[config.mk]
export PLATFORM = sky130hd
export DESIGN_NAME = out_trace_monitor
export DESIGN_NICKNAME = d
export VERILOG_FILES = /design/src/rtl/trace_pkg.sv /design/src/rtl/trace_fifo.sv /design/src/rtl/out_trace_monitor.sv
export SDC_FILE = /design/constraint.sdc
export NUM_CORES = 1
export LEC_CHECK = 0
export ABC_AREA = 0
export ABC_CLOCK_PERIOD_IN_PS = 6860
export CAP_MARGIN = 10
export CORE_ASPECT_RATIO = 2
export CORE_MARGIN = 3
export CORE_UTILIZATION = 55
export DETAILED_ROUTE_END_ITERATION = 12
export GPL_ROUTABILITY_DRIVEN = 0
export PLACE_DENSITY = 0.73
export SLEW_MARGIN = 0
export SYNTH_ARGS = -nofsm -noshare
export SYNTH_HDL_FRONTEND = slang
export SYNTH_SLANG_ARGS = --single-unit
[constraint.sdc]
create_clock -name clk -period 6.86 [get_ports clk]
set_clock_uncertainty 0.15 [all_clocks]
set_input_delay 1.029 -clock clk [delete_from_list [all_inputs] [get_ports clk]]
set_output_delay 1.029 -clock clk [all_outputs]
set_load 0.02 [all_outputs]
[src/rtl/trace_pkg.sv]
// Shared constants, FSM encoding and entry-width helpers for out_trace_monitor.
// TRACE_TIMESTAMP_EN adds a TSW-bit timestamp field to every trace entry.
package trace_pkg;

  localparam int unsigned DEF_WIDTH    = 32;
  localparam int unsigned DEF_NCH      = 2;
  localparam int unsigned DEF_DEPTH    = 16;
  localparam int unsigned DEF_TSW      = 16;
  localparam int unsigned DEF_RST_HOLD = 4;

  localparam logic [1:0] ST_HOLD  = 2'd0;
  localparam logic [1:0] ST_ARMED = 2'd1;
  localparam logic [1:0] ST_RUN   = 2'd2;

`ifdef TRACE_TIMESTAMP_EN
  localparam bit TS_EN = 1'b1;
`else
  localparam bit TS_EN = 1'b0;
`endif

  function automatic int unsigned chw_of(input int unsigned nch);
    return (nch > 1) ? $clog2(nch) : 1;
  endfunction

  // Stored entry is {ts (optional), ch, data}
  function automatic int unsigned entry_w(input int unsigned width,
                                          input int unsigned chw,
                                          input int unsigned tsw);
    return width + chw + (TS_EN ? tsw : 0);
  endfunction

endpackage

[src/rtl/trace_fifo.sv]
// First-word-fall-through trace FIFO with registered head, occupancy count
// and push acceptance while full when a pop happens in the same cycle.
module trace_fifo #(
  parameter  int unsigned EW    = 8,
  parameter  int unsigned DEPTH = 16,
  localparam int unsigned AW    = $clog2(DEPTH),
  localparam int unsigned CW    = AW + 1
) (
  input  logic          clk,
  input  logic          rst,
  input  logic          push,
  input  logic [EW-1:0] wdata,
  output logic          push_ok_c,
  input  logic          rd_ready,
  output logic          rd_valid,
  output logic [EW-1:0] rd_entry,
  output logic [CW-1:0] count
);

  logic [EW-1:0] mem [DEPTH];
  logic [AW-1:0] wptr_q;
  logic [AW-1:0] rptr_q;
  logic [AW-1:0] rptr_d;
  logic          pop_c;
  logic [CW-1:0] count_d;
  logic [CW-1:0] rem_c;
  logic [EW-1:0] head_d;

  // Next head: the slot being written if nothing older survives the pop
  always_comb begin
    pop_c     = rd_valid && rd_ready;
    push_ok_c = push && ((count < CW'(DEPTH)) || pop_c);
    count_d   = count + CW'(push_ok_c) - CW'(pop_c);
    rem_c     = count - CW'(pop_c);
    rptr_d    = rptr_q + AW'(pop_c);
    head_d    = '0;
    if (rem_c == '0) begin
      if (push_ok_c) head_d = wdata;
    end else begin
      head_d = mem[rptr_d];
    end
  end

  always_ff @(posedge clk) begin
    if (rst) begin
      wptr_q   <= '0;
      rptr_q   <= '0;
      count    <= '0;
      rd_valid <= 1'b0;
      rd_entry <= '0;
    end else begin
      if (push_ok_c) wptr_q <= wptr_q + AW'(1);
      rptr_q   <= rptr_d;
      count    <= count_d;
      rd_valid <= (count_d != '0);
      rd_entry <= head_d;
    end
  end

  always_ff @(posedge clk) begin
    if (!rst && push_ok_c) mem[wptr_q] <= wdata;
  end

endmodule

[src/rtl/out_trace_monitor.sv]
// Core reset sequencer plus per-channel change monitor feeding a trace FIFO.
// Define TRACE_TIMESTAMP_EN to record a RUN-cycle timestamp with each entry.
module out_trace_monitor
  import trace_pkg::*;
#(
  parameter  int unsigned WIDTH    = DEF_WIDTH,
  parameter  int unsigned NCH      = DEF_NCH,
  parameter  int unsigned DEPTH    = DEF_DEPTH,
  parameter  int unsigned TSW      = DEF_TSW,
  parameter  int unsigned RST_HOLD = DEF_RST_HOLD,
  localparam int unsigned CHW      = chw_of(NCH),
  localparam int unsigned CNTW     = $clog2(DEPTH) + 1
) (
  input  logic                 clk,
  input  logic                 rst,
  output logic                 core_rst,
  input  logic [NCH*WIDTH-1:0] mon_in,
  input  logic                 mon_en,
  output logic                 rd_valid,
  input  logic                 rd_ready,
  output logic [WIDTH-1:0]     rd_data,
  output logic [CHW-1:0]       rd_ch,
  output logic [TSW-1:0]       rd_ts,
  output logic [CNTW-1:0]      count,
  output logic                 overflow
);

  localparam int unsigned EW  = entry_w(WIDTH, CHW, TSW);
  localparam int unsigned HCW = (RST_HOLD > 1) ? $clog2(RST_HOLD) : 1;

  logic [1:0]                 state_q, state_d;
  logic [HCW-1:0]             hold_q, hold_d;
  logic [NCH-1:0][WIDTH-1:0]  shadow_q;
  logic [NCH-1:0]             chg;
  logic [CHW-1:0]             sel_ch;
  logic [WIDTH-1:0]           sel_val;
  logic                       push_req;
  logic                       push_ok_c;
  logic [EW-1:0]              wdata;
  logic [EW-1:0]              head;

  // Reset sequencing: HOLD for RST_HOLD cycles, one ARMED cycle, then RUN
  always_comb begin
    state_d = state_q;
    hold_d  = hold_q;
    case (state_q)
      ST_HOLD: begin
        if (hold_q == HCW'(RST_HOLD - 1)) begin
          state_d = ST_ARMED;
          hold_d  = '0;
        end else begin
          hold_d = hold_q + HCW'(1);
        end
      end
      ST_ARMED: state_d = ST_RUN;
      ST_RUN:   state_d = ST_RUN;
      default:  state_d = ST_HOLD;
    endcase
  end

  always_ff @(posedge clk) begin
    if (rst) begin
      state_q  <= ST_HOLD;
      hold_q   <= '0;
      core_rst <= 1'b1;
      overflow <= 1'b0;
    end else begin
      state_q  <= state_d;
      hold_q   <= hold_d;
      core_rst <= (state_d == ST_HOLD);
      overflow <= overflow | (push_req & ~push_ok_c);
    end
  end

  // Lowest-index changed channel wins the single capture slot this cycle
  always_comb begin
    chg     = '0;
    sel_ch  = '0;
    sel_val = '0;
    for (int i = 0; i < int'(NCH); i++) begin
      chg[i] = (mon_in[i*WIDTH +: WIDTH] != shadow_q[i]);
    end
    for (int i = int'(NCH) - 1; i >= 0; i--) begin
      if (chg[i]) begin
        sel_ch  = CHW'(i);
        sel_val = mon_in[i*WIDTH +: WIDTH];
      end
    end
  end

  assign push_req = (state_q == ST_RUN) && mon_en && (|chg);

  // Shadows follow the bus wholesale when not capturing, else only the winner
  always_ff @(posedge clk) begin
    if (rst) begin
      shadow_q <= '0;
    end else if ((state_q == ST_ARMED) || ((state_q == ST_RUN) && !mon_en)) begin
      shadow_q <= mon_in;
    end else if (push_req) begin
      shadow_q[sel_ch] <= sel_val;
    end
  end

`ifdef TRACE_TIMESTAMP_EN
  logic [TSW-1:0] ts_q;

  always_ff @(posedge clk) begin
    if (rst) begin
      ts_q <= '0;
    end else if (state_q == ST_RUN) begin
      ts_q <= ts_q + TSW'(1);
    end
  end

  assign wdata = {ts_q, sel_ch, sel_val};
  assign rd_ts = head[WIDTH+CHW +: TSW];
`else
  assign wdata = {sel_ch, sel_val};
  assign rd_ts = '0;
`endif

  assign rd_data = head[WIDTH-1:0];
  assign rd_ch   = head[WIDTH +: CHW];

  trace_fifo #(
    .EW    (EW),
    .DEPTH (DEPTH)
  ) u_fifo (
    .clk       (clk),
    .rst       (rst),
    .push      (push_req),
    .wdata     (wdata),
    .push_ok_c (push_ok_c),
    .rd_ready  (rd_ready),
    .rd_valid  (rd_valid),
    .rd_entry  (head),
    .count     (count)
  );

endmodule

### Word level (Yosys, flattened, before mapping)

Memory sizes are Yosys's and may differ from the RTL's.
Index checks and enable logic that the tools add are counted.

* $add $sub $neg: 6
* order comparisons: 3
* eq/ne operators: 5
* mux-type cells: 16
* bitwise operators: 3
* reductions and logical operators: 18

Operators by type and width (count)
* $mux W64: 2
* $mux W32: 3
* $mux W33: 2
* $bwmux W64: 1
* $ne A32 B32 Y1: 2
* $demux W32 S1: 1
* $sub A5 B1 Y5: 2
* $logic_and A1 B1 Y1: 7
* $add A5 B1 Y5: 1
* $logic_not A5 Y1: 1
* $lt A5 B5 Y1 const B: 1
* $reduce_bool A5 Y1: 1
* $add A4 B1 Y4: 1
* $add A4 B1 Y4 const B: 1
* $eq A2 B2 Y1 const B: 2
* $logic_not A2 Y1: 2
* $mux W1: 4
* $mux W2: 2
* $pmux W2 S2: 1
* $reduce_or A2 Y1: 2
* $add A2 B1 Y2 const B: 1
* $eq A2 B1 Y1 const B: 1
* $logic_not A1 Y1: 2
* $logic_or A1 B1 Y1: 2
* 6 further kinds: 6

* flip-flop bits (word level): 117
* RAM bits: 528
* bits of input ports: 68
* output and inout bits: 57
* logic and storage cells: 63
* memories: 1

Memories
* u_fifo.mem: depth 16, bits a word 33, read ports 1, clocked after Yosys merged registers in 0, wr ports 1, line trace_fifo.sv:20 `logic [EW-1:0] mem [DEPTH];`

### Longest topological paths before layout

* depth after elaboration: 10
* depth in mapped cells: 13
* mapped depth without buffers: 12

### Cells and area by module

Synthesis repeated with hierarchy kept, for this count alone.

* cell total of the unflattened synthesis: 1411
* area total of the unflattened synthesis: 26022.5 um2

Modules (own cells, without submodules)
* trace_fifo: times used 1, cells each 998, area each 22031.1 um2, seq. area each 16796.1 um2
* out_trace_monitor: times used 1, cells each 413, area each 3991.3 um2, seq. area each 1401.3 um2

### Worst setup path before layout

OpenSTA, ideal clock, no wires.

* path type: input to register
* start: input port mon_in[3]
* end: memory u_fifo.mem[0][0] (netlist name), enable pin
* library setup time: 0.423 ns
* arrival: 3.400 ns
* data required time: 6.287 ns
* setup slack: 2.887 ns
* stages on the path: 8
* buffers on the path: 1
* cells stage by stage: xnor2_1 > nand4_1 > nor4_2 > nand2_2 > o2111a_1 > buf_2 > nand2_1 > nor2_1

* word-level cells in the longest chain between the ends: 7

Ends and longest elaborated chain
* start, declared: line out_trace_monitor.sv:17 `input logic [NCH*WIDTH-1:0] mon_in,`
* $ne A32 B32 Y1: line out_trace_monitor.sv:81 `chg[i] = (mon_in[i*WIDTH +: WIDTH] != shadow_q[i]);`
* $reduce_or A2 Y1: line out_trace_monitor.sv:91 `assign push_req = (state_q == ST_RUN) && mon_en && (|chg);`
* $logic_and A1 B1 Y1: line out_trace_monitor.sv:91
* $logic_and A1 B1 Y1: line trace_fifo.sv:32 `push_ok_c = push && ((count < CW'(DEPTH)) || pop_c);`
* via push_ok_c: line out_trace_monitor.sv:38 `logic push_ok_c;`
* $logic_and A1 B1 Y1: line trace_fifo.sv:61 `if (!rst && push_ok_c) mem[wptr_q] <= wdata;`
* $mux W1: line trace_fifo.sv:61
* $mux W1 (implied by the code): line trace_fifo.sv:61
* end, declared: line trace_fifo.sv:20

The timed path passes the listed nets, and every way through them passes these cells.

### Worst setup path in the final report

* start: input port mon_in[18]
* end: register u_fifo.rd_valid

* word-level cells in the longest chain between the ends: 7

Ends and longest elaborated chain
* $ne A32 B32 Y1: line out_trace_monitor.sv:81
* $reduce_or A2 Y1: line out_trace_monitor.sv:91
* $logic_and A1 B1 Y1: line out_trace_monitor.sv:91
* $logic_and A1 B1 Y1: line trace_fifo.sv:32
* $add A5 B1 Y5: line trace_fifo.sv:33 `count_d = count + CW'(push_ok_c) - CW'(pop_c);`
* $sub A5 B1 Y5: line trace_fifo.sv:33
* $reduce_bool A5 Y1: line trace_fifo.sv:55 `rd_valid <= (count_d != '0);`
* end signal, assigned: line trace_fifo.sv:55
* end, declared: line trace_fifo.sv:15 `output logic rd_valid,`

No other way between the ends.
A chain may end at the register's enable or synchronous reset.

==> impl_metrics.toml <==
[clock_network]
cts.clk_slew.worst_paths_ns = 0.07
clock_latency_ns = 0.59
cts_resized = 0
clock_path_buffers = 3
cts.hold.buffers_added = 0
htree_num_levels = 2
post_cts_buffers = 0
root_buffer = "clkbuf_16"
cts_buffers = 53
cts_num_sinks = 645
cts_tree = "built"

[logic_synthesis]
synthCells = 1330
yosysMostFrequentCell = "edfxtp_1"
synth_seq_area_share_pct = 70.95
synth_seq_cells = 645
synth_area_um2 = 25650
synth_top_area_share_pct = 61.82
ys.flop_type = "edfxtp_1"
synth_top_cell_by_area = "edfxtp_1"
avgSynthCellArea_um2 = 19.28
synth_common_cells = "edfxtp_1 (528), mux4_2 (165), dfxtp_1 (117), nor2_1 (71), xnor2_1 (69)"
synthDistinctLibCells = 41
ys_top_cells_by_area = "edfxtp_1 (62%), mux4_2 (14%), dfxtp_1 (9.1%)"
ys_warn_count = 0
synth_edf_count = 528
synthArstFlopShare_pct = 0

[worst_setup_path]
max_stage_delay_ns = 0.48
critPathKind = "in -> reg"
cp_max_fo = 20
path_depth = 14
crit_family = "simple AND/OR/NAND/NOR gates"
crit_chain = "clkdlybuf4s50_1 -> xnor2_1 -> nand4_1 -> nor4_2 -> nand2_2 -> buf_4 -> o2111a_1 -> ha_1 -> fa_1 -> a21oi_1 -> nor2_1 -> nor2_1 -> xnor2_1 -> a41oi_1"
critPathRequiredTime_ns = 7.17
r2r_cells = 13
worstPathArrival_ns = 4.98
cp_slowest_cell = "xnor2_1"
cp-start-kind = "primary input"
endpoint_kind = "register"
cp_num_buf_inv = 2

[sta]
setup_viol = 0
worst_slack_ns = 2.189
slew_headroom_pct = 29.57
finalCritPeriodShare_pct = 68.09
hold_violations = 0
grt_setup_unrepaired = "no"
drv_slew = 0
max_freq_mhz = 214.1
worstMarginPinSlew_ns = 1.054
finalCriticalPeriod_ns = 4.671
fin_tns_setup_ns = 0

[placed_design]
place_ws_ns = 1.583
dp_hpwl_um = 35140
portBuffers = 108

[power_and_ir_drop]
power_frac_comb_pct = 21.5
power_mw = 9.584
p_seq_share_pct = 46.7
p_leak_nw = 9.697
switching_share_pct = 25.49
peakVddDrop_uv = 245.7
internal_power_mw = 7.140
pwr-share-clk_pct = 31.9
switchingPower_mw = 2.443
power_density_nw_per_um2 = 326.7

[floorplanning]
core_area_um2 = 45970
num_rows = 111
die_h_um = 311.4
ioPinCount = 125
dieArea_um2 = 49420
initial_core_util_pct = 55.79
die_width_um = 158.7

[final_layout]
fin_nets = 1543
fin_util_pct = 63.81
drive_gt1_share_pct = 20.93
area.growth.synth_to_final_pct = 14.37
multi_input_comb_area_um2 = 7208
regArea_um2 = 18200
antenna_cells = 0
n_fill_cell = 3141

[global_route]
grt_pass1_vias = 13513
grt_overflow_total = 0
grt_pass1_wl_um = 86190
grt_antenna_before_repair = 0
globalRouteTotalUtil_pct = 23.90
grt_max_degree = 90

[run_status]
outcome = "finished clean"

[worst_hold_path]
hold_path_depth = 2
min_path_type = "reg -> reg"

[detailed_routing]
vias = 12754
drc = 0
dr.pass1.iters = 5
final_antenna_net_count = 0
routedWlPerCell_um = 26.91
dr.first_iter.drc_count = 1165
via_per_inst = 6.013
drt_wl_total_um = 57070

[job]
cap_viol_max_count = 0
## final cells by class
class | instances | area share (%)
clock buffers | 71 | 5.102
clock inverters | 29 | 0.9043
inverters | 12 | 0.1536
multi-input cells | 603 | 24.57
flip-flops and latches | 645 | 62.04
well taps | 621 | 2.649
repair buffers | 140 | 4.581
## power groups by stage
stage                     sequential, mW  combinational, mW  clock [mW]
after global routing                4.48               2.22        3.25
after CTS                           4.47               2.10        3.11
after global placement              4.56               2.07           0
final                               4.47               2.06        3.05
after detailed placement            4.56               2.09           0
after floorplan                     4.64               1.40           0
## tightest hold or removal path, cell delays in order (launching register included)
cell and delay, ns:
dfxtp_1 0.32, nand2b_1 0.06, mux2i_1 0.06
## worst paths after layout
path,startpoint,endpoint,slack (ns)
setup / recovery,mon_in[18],u_fifo.rd_valid,2.19
hold / removal,shadow_q[56],shadow_q[56],0.34
setup reg to reg,shadow_q[18],u_fifo.rd_valid,2.76
hold reg to reg,shadow_q[56],shadow_q[56],0.34
## registers in the layout (all words and copies together), names as in the netlist
name / count
core_rst: 1
hold_q: 2
overflow: 1
shadow_q: 64
state_q: 2
u_fifo.count: 5
u_fifo.mem: 528
u_fifo.rd_entry: 33
u_fifo.rd_valid: 1
u_fifo.rptr_q: 4
u_fifo.wptr_q: 4
## stage by stage
| stage | cell area (um^2) | instances | hold WS, ns |
|---|---|---|---|
| floorplan | 25700 | 1345 | 0.3144 |
| global placement | 27570 | 2021 | 0.3237 |
| detailed placement | 27570 | 2021 | 0.3342 |
| CTS | 29330 | 2121 | 0.3449 |
| global route | 29330 | 2121 | 0.3693 |
| finish | 29330 | 2121 | 0.3389 |
## routing by layer
| layer | vias to the layer above | track usage, % | share of wire [%] |
|---|---|---|---|
| met4 | 0 | 9.395 | 4.2 |
| met3 | 118 | 3.016 | 5.5 |
| met1 | 6611 | 29.34 | 36 |
| li1 | 5520 | - | - |
| met2 | 505 | 42.53 | 55 |
| met5 | - | 0 | 0 |
## placed cells by master, fill, tap and decap left out, drive strengths merged, types with 16 or more instances in the layout
| master | instances |
|---|---|
| edfxtp | 528 |
| mux4 | 165 |
| dfxtp | 117 |
| clkdlybuf4s50 | 107 |
| nor2 | 71 |
| clkbuf | 71 |
| xnor2 | 69 |
| mux2i | 67 |
| nand2b | 66 |
| a22o | 64 |
| buf | 33 |
| ha | 19 |
| nand4 | 18 |
| conb | 16 |
| clkinv | 16 |
## cells by family after synthesis
family	Yosys count	share of synthesized area, %
other	1	0.01462
AO/OA/AOI/OAI	77	2.630
XOR/XNOR	72	2.459
buffers and inverters	97	1.942
adder cells (fa/ha/maj)	20	1.005
flip-flops	645	70.95
multiplexers	233	17.15
AND/OR/NAND/NOR	185	3.849
(Power assumes the default switching activity.)
